## config.mk

```make
export PLATFORM = sky130hd
export DESIGN_NAME = fnd_scan_driver
export DESIGN_NICKNAME = d
export VERILOG_FILES = /design/src/rtl/fnd_scan_driver.sv
export SDC_FILE = /design/constraint.sdc
export NUM_CORES = 1
export LEC_CHECK = 0
export ABC_AREA = 1
export CORE_MARGIN = 8
export CORE_UTILIZATION = 30
export CTS_CLUSTER_DIAMETER = 200
export DETAILED_ROUTE_END_ITERATION = 10
export HOLD_SLACK_MARGIN = 0.03
export PLACE_DENSITY = 0.54
export SKIP_CTS_REPAIR_TIMING = 1
export SYNTH_ARGS = -nofsm -noshare
export SYNTH_HDL_FRONTEND = slang
export SYNTH_SLANG_ARGS = --single-unit
```

## constraint.sdc

```tcl
create_clock -name clk -period 5.51 [get_ports clk]
set_clock_uncertainty 0.05 [all_clocks]
set_input_delay 1.102 -clock clk [delete_from_list [all_inputs] [get_ports clk]]
set_output_delay 1.102 -clock clk [all_outputs]
set_load 0.1 [all_outputs]
```

## src/rtl/fnd_scan_driver.sv

```systemverilog
`default_nettype none
//==============================================================================
// Module   : fnd_scan_driver
// Purpose  : Drives a 4-digit, common-anode, multiplexed 7-segment (FND)
//            display. It converts a 14-bit binary value to four BCD digits
//            with a 16-cycle double-dabble FSM, then scans the digits at
//            SCAN_DIV clk cycles per digit.
// Ports    : clk      - system clock, rising edge
//            reset    - asynchronous, active-high reset
//            counter  - 14-bit unsigned value to display (saturates at 9999)
//            fnd_com  - active-low one-hot digit enable (bit0 = ones)
//            fnd_data - active-low segments {dp,g,f,e,d,c,b,a}
// Options  : `define FND_LEADING_ZERO_BLANK_EN to blank leading zeros on
//            digits 3..1. Digit 0 is never blanked.
// Revision : 1.0 - initial release
//==============================================================================
module fnd_scan_driver #(
    parameter int SCAN_DIV = 100_000
) (
    input  logic        clk,
    input  logic        reset,
    input  logic [13:0] counter,
    output logic [3:0]  fnd_com,
    output logic [7:0]  fnd_data
);

    localparam int                 c_PRE_W   = $clog2(SCAN_DIV);
    localparam logic [c_PRE_W-1:0] c_PRE_MAX = c_PRE_W'(SCAN_DIV - 1);

    localparam logic [1:0] c_ST_IDLE = 2'd0;
    localparam logic [1:0] c_ST_CONV = 2'd1;
    localparam logic [1:0] c_ST_LOAD = 2'd2;

    // Working register: [29:14] holds the BCD accumulator, [13:0] the binary
    // operand, which is shifted out MSB first into the BCD LSB.
    logic [1:0]         r_state;
    logic [3:0]         r_bit_cnt;
    logic [29:0]        r_work;
    logic [15:0]        r_disp;
    logic [c_PRE_W-1:0] r_pre;
    logic [1:0]         r_digit;
    logic [3:0]         r_com;
    logic [7:0]         r_data;

    logic [13:0] w_sat;
    logic [29:0] w_adj;
    logic [29:0] w_work_step;
    logic        w_load;
    logic        w_tick;
    logic [15:0] w_disp_nxt;
    logic [1:0]  w_digit_nxt;
    logic [3:0]  w_nib;
    logic        w_blank;
    logic [7:0]  w_seg;

    assign w_sat = (counter > 14'd9999) ? 14'd9999 : counter;

    // One double-dabble step: correct every BCD nibble >= 5, then shift.
    always_comb begin
        w_adj = r_work;
        for (int i = 0; i < 4; i++) begin
            if (r_work[14 + 4*i +: 4] >= 4'd5) begin
                w_adj[14 + 4*i +: 4] = r_work[14 + 4*i +: 4] + 4'd3;
            end
        end
    end

    assign w_work_step = w_adj << 1;

    // Converter FSM: IDLE (sample) -> CONV (14 steps) -> LOAD (publish).
    // The input is sampled only in IDLE, so changes during CONV cannot
    // disturb the conversion in progress.
    always_ff @(posedge clk or posedge reset) begin
        if (reset) begin
            r_state   <= c_ST_IDLE;
            r_bit_cnt <= 4'd0;
            r_work    <= 30'd0;
        end else begin
            case (r_state)
                c_ST_IDLE: begin
                    r_work    <= {16'd0, w_sat};
                    r_bit_cnt <= 4'd0;
                    r_state   <= c_ST_CONV;
                end
                c_ST_CONV: begin
                    r_work    <= w_work_step;
                    r_bit_cnt <= r_bit_cnt + 4'd1;
                    if (r_bit_cnt == 4'd13) begin
                        r_state <= c_ST_LOAD;
                    end
                end
                c_ST_LOAD: begin
                    r_state <= c_ST_IDLE;
                end
                default: begin
                    r_state <= c_ST_IDLE;
                end
            endcase
        end
    end

    assign w_load     = (r_state == c_ST_LOAD);
    assign w_disp_nxt = w_load ? r_work[29:14] : r_disp;

    // Scan prescaler and digit index.
    assign w_tick      = (r_pre == c_PRE_MAX);
    assign w_digit_nxt = w_tick ? (r_digit + 2'd1) : r_digit;

    always_ff @(posedge clk or posedge reset) begin
        if (reset) begin
            r_pre   <= '0;
            r_digit <= 2'd0;
            r_disp  <= 16'd0;
        end else begin
            r_pre   <= w_tick ? '0 : (r_pre + c_PRE_W'(1));
            r_digit <= w_digit_nxt;
            r_disp  <= w_disp_nxt;
        end
    end

    // Outputs are decoded from the next-state digit index and display value
    // so that the registered outputs line up with the same edge that moves
    // the index or loads the display, with no extra cycle of lag.
    always_comb begin
        w_nib   = w_disp_nxt[{w_digit_nxt, 2'b00} +: 4];
        w_blank = 1'b0;
`ifdef FND_LEADING_ZERO_BLANK_EN
        case (w_digit_nxt)
            2'd3:    w_blank = (w_disp_nxt[15:12] == 4'd0);
            2'd2:    w_blank = (w_disp_nxt[15:8]  == 8'd0);
            2'd1:    w_blank = (w_disp_nxt[15:4]  == 12'd0);
            default: w_blank = 1'b0;
        endcase
`endif
        case (w_nib)
            4'd0:    w_seg = 8'hC0;
            4'd1:    w_seg = 8'hF9;
            4'd2:    w_seg = 8'hA4;
            4'd3:    w_seg = 8'hB0;
            4'd4:    w_seg = 8'h99;
            4'd5:    w_seg = 8'h92;
            4'd6:    w_seg = 8'h82;
            4'd7:    w_seg = 8'hF8;
            4'd8:    w_seg = 8'h80;
            4'd9:    w_seg = 8'h90;
            default: w_seg = 8'hFF;
        endcase
        if (w_blank) begin
            w_seg = 8'hFF;
        end
    end

    always_ff @(posedge clk or posedge reset) begin
        if (reset) begin
            r_com  <= 4'b1110;
            r_data <= 8'hC0;
        end else begin
            r_com  <= ~(4'b0001 << w_digit_nxt);
            r_data <= w_seg;
        end
    end

    assign fnd_com  = r_com;
    assign fnd_data = r_data;

endmodule
`default_nettype wire

```

==> flow_results.org <==
** Outcome
- The flow ran to the end, and the final reports show no timing, DRC or antenna violations.

** Layout
- At the end of the flow, the number of nets in the layout was 560.
- Antenna diode count :: 0
- Compared with the post-synthesis result, the final layout area differs by 16.0%.
- Number of fill cells :: 1525
- The library cell used most frequently in the layout, excluding fill and tap cells, is nand2_1.
- Finished Layout Cells :: 717
- Most used cells in the layout excluding fill and tap cells :: nand2_1, dfrtp_1, inv_1
- Area of the multi-input gates :: 1890 um^2
- Registers take 2060 um^2.
- Of the cells placed in the final design, the portion with a size suffix greater than 1 is 11.1%.

** Yosys
- Per-instance average area after synthesis :: 8.63 um^2
- The cell area that synthesis handed to floorplanning was 4330 um^2.
- Post-synthesis mux area share :: 0%
- In this run the biggest area consumer among cell types represents 45.1% of the synthesized area.
- Cells after synthesis :: 502
- Number of flops mapped to enable cells by yosys :: 0
- Summing the areas of all and, or, nand and nor instances in the mapped netlist gives 25.6% of the synthesized area.
- Largest family of logic cells by synthesized area :: simple AND/OR/NAND/NOR gates
- During synthesis, Yosys emitted a total of 0 warnings.
- Share of synthesized cell area in full adder, half adder and majority cells :: 4.62%
- For this run, the leading register cell type out of synthesis is dfrtp_1.
- Net Count, Synth :: 534
- Compound-Gate Fraction of Synth Area :: 10.8%
- Synthesis inferred 82 register bits.
- For this run, asynchronously set or reset flops after synthesis account for 100%.
- Top area cells in the synthesized netlist :: dfrtp_1, nand2_1, o21ai_0, inv_1, nand3_1
- Share of synthesized area occupied by flip-flops and latches :: 47.5%
- Counting distinct cell types in the post-synthesis netlist gives 39.
- The biggest area contributor in the post-synthesis netlist is dfrtp_1.
- Xor and xnor fraction of the mapped netlist area :: 2.43%

** Floorplanning
- In this run the standard cell core region covers 14300 um^2.
- Row count :: 44
- Height of the die :: 136 um
- In this run the horizontal extent of the chip is 136 um.
- The die covers 18500 um^2.
- Pin placement for this block handled 28 I/O pins.
- For this configuration, the core starts out at a cell density of 30.3%.

** Detailed routing
- Via count normalized by instance count :: 4.63
- In this run, the number of DRC markers left after iteration 0 of detailed routing was 122.
- The pre-antenna-repair detailed-routing pass consisted of 6 iterations.
- Summing over every cut layer, the via total after detailed routing is 3318.
- Routed wire length :: 8410 um
- Routed Antenna Nets :: 0
- Routed length per instance :: 11.7 um
- Drt drc :: 0

** Global routing
- Entering global routing, the biggest net connects 66 pins.
- Number of antenna violations at the first check in global routing :: 0
- Via count of the first global-routing pass :: 3172
- The first global-routing pass estimated 15000 um of wire.
- Total GRT Usage :: 9.95%
- Global routing finished with a remaining overflow of 0.

** STA
- Pins over their slew limit :: 0
- Hold violation total from the final report :: 0
- Accumulated negative setup slack :: 0 ps
- At the pin with the least slew margin, the transition time is 975 ps.
- Min Tclk post-route :: 3120 ps
- Slew headroom :: 34.8%
- In the finished design, the share of the clock period the worst path needs comes to 56.7%.
- Setup repair after global routing left no endpoint under its margin.
- Derived from the worst setup path, the maximum achievable clock frequency is 320 MHz.
- Across all hold checks on the routed design, the worst slack comes to 397 ps.
- Final-report setup violation count :: 0

** Setup path
- In this run the register-to-register setup slack is 3100 ps.
- Critical Path Fanout Max :: 1
- Classification of the worst setup path :: flop to output port
- Crit path cell chain :: clkdlybuf4s50_1
- Worst EP arrival :: 1970 ps
- Nature of the critical path endpoint :: output port
- STA puts the critical path data required time at 4360 ps.
- Family of cells with the greatest summed delay on the critical path :: buffers and inverters
- Critical Path Start Type :: flop
- Critical path's slowest cell :: clkdlybuf4s50_1
- Stage delay of the slowest cell on the critical path :: 1120 ps
- CP bufs+invs :: 1

** Power and ir drop
- Pwr Density :: 360 nW/um^2
- Leakage Power :: 0.00232 uW
- Worst vdd ir :: 0.251 mV

** Clock tree
- TritonCTS built the clock tree.
- Clock tree synthesis selected as its root buffer the cell clkbuf_16.
- Clock tree synthesis found a total of 82 sinks.
- Counting along the longest clock path gives a buffer depth of 2.
- H-Tree Depth :: 3
- Clock-pin slew was measured on the worst setup and hold paths at 50 ps.
- Clock Latency Late Sink :: 340 ps
- Number of CTS-inserted buffers :: 9

** Placed design
- Global placer's final weighted congestion :: 0.801
- During placement, the flow inserted port buffers numbering 26.
- The number of placed instances, taps included, is 701.
- Placed wire-length estimate after detailed placement :: 6130 um

** Worst hold path
- In this run the worst hold path is classified as flop to flop.

** Run
- Max-cap violations in this run came to 0.
[kinds of logic after synthesis]
group                    count (synthesis)
other                                    1
adder cells (fa/ha/maj)                 16
AND/OR/NAND/NOR                        219
AO/OA/AOI/OAI                           83
XOR/XNOR                                12
buffers and inverters                   89
flip-flops                              82
[registers in the layout, summed over array words and instances, names as in the netlist]
name	cells
fnd_com	4
fnd_data	7
r_bit_cnt	4
r_digit	2
r_disp	16
r_pre	17
r_state	2
r_work	30
[worst paths after layout]
check | cells past startpoint | end | startpoint
hold / removal | 1 | fnd_com[3] | r_digit[1]
setup / recovery | 1 | fnd_data[6] | fnd_data[6]
max in group asynchronous | 3 | fnd_data[2] | reset
setup reg to reg | 9 | fnd_data[3] | r_state[1]
min in group asynchronous | 2 | r_pre[1] | reset
hold reg to reg | 1 | fnd_com[3] | r_digit[1]
[synth_stat cells (2+ instances only)]
| cell | n |
|---|---|
| nand2_1 | 102 |
| dfrtp_1 | 78 |
| inv_1 | 68 |
| o21ai_0 | 51 |
| nand3_1 | 45 |
| nor2_1 | 29 |
| ha_1 | 16 |
| a21oi_1 | 11 |
| xor2_1 | 11 |
| nand2_4 | 8 |
| nand3_2 | 8 |
| o22ai_1 | 7 |
| nand2_2 | 6 |
| nand4_1 | 6 |
| o311ai_0 | 6 |
| nor2_2 | 5 |
| buf_6 | 4 |
| clkbuf_1 | 4 |
| clkinv_1 | 4 |
| dfstp_2 | 4 |
| nand3_4 | 3 |
| nor2_4 | 3 |
| o211ai_1 | 3 |
| buf_4 | 2 |
| inv_2 | 2 |
| inv_4 | 2 |
| nand3b_1 | 2 |
[stage by stage]
stage | total power, uW | utilization, % | setup WS, ps | cell area (um^2)
floorplan | 1140 | - | 2260 | 4330
global placement | 1250 | 33.1 | 2740 | 4740
CTS | 1840 | 35.1 | 2360 | 5020
detailed placement | 1260 | 33.1 | 2730 | 4740
finish | 1810 | 35.1 | 2390 | 5020
global route | 1920 | 35.1 | 2340 | 5020
[layer usage]
layer / vias up / wire length [um] / GRT usage, % / part of all wire, %
met5: - / 0 / 0 / 0
met4: 0 / 101 / 2.93 / 1.2
met3: 13 / 434 / 3.81 / 5.2
met2: 55 / 3710 / 15.4 / 44
met1: 1569 / 4160 / 12.6 / 49
li1: 1681 / - / - / -
[cell type report]
type	instances	share of cell area (%)
flip-flops and latches	82	40.9
well taps	184	4.58
inverters	76	5.80
clock inverters	2	0.199
multi-input cells	331	37.5
clock buffers	14	5.45
repair buffers	28	5.48
[power by group]
part | switching [uW] | leakage (uW) | total, uW | internal, uW
clock network | 225 | 0.000143 | 566 | 341
registers | 24.6 | 0.00103 | 717 | 693
logic | 379 | 0.00115 | 523 | 145
Note: power is estimated with default switching activity, not from simulation.
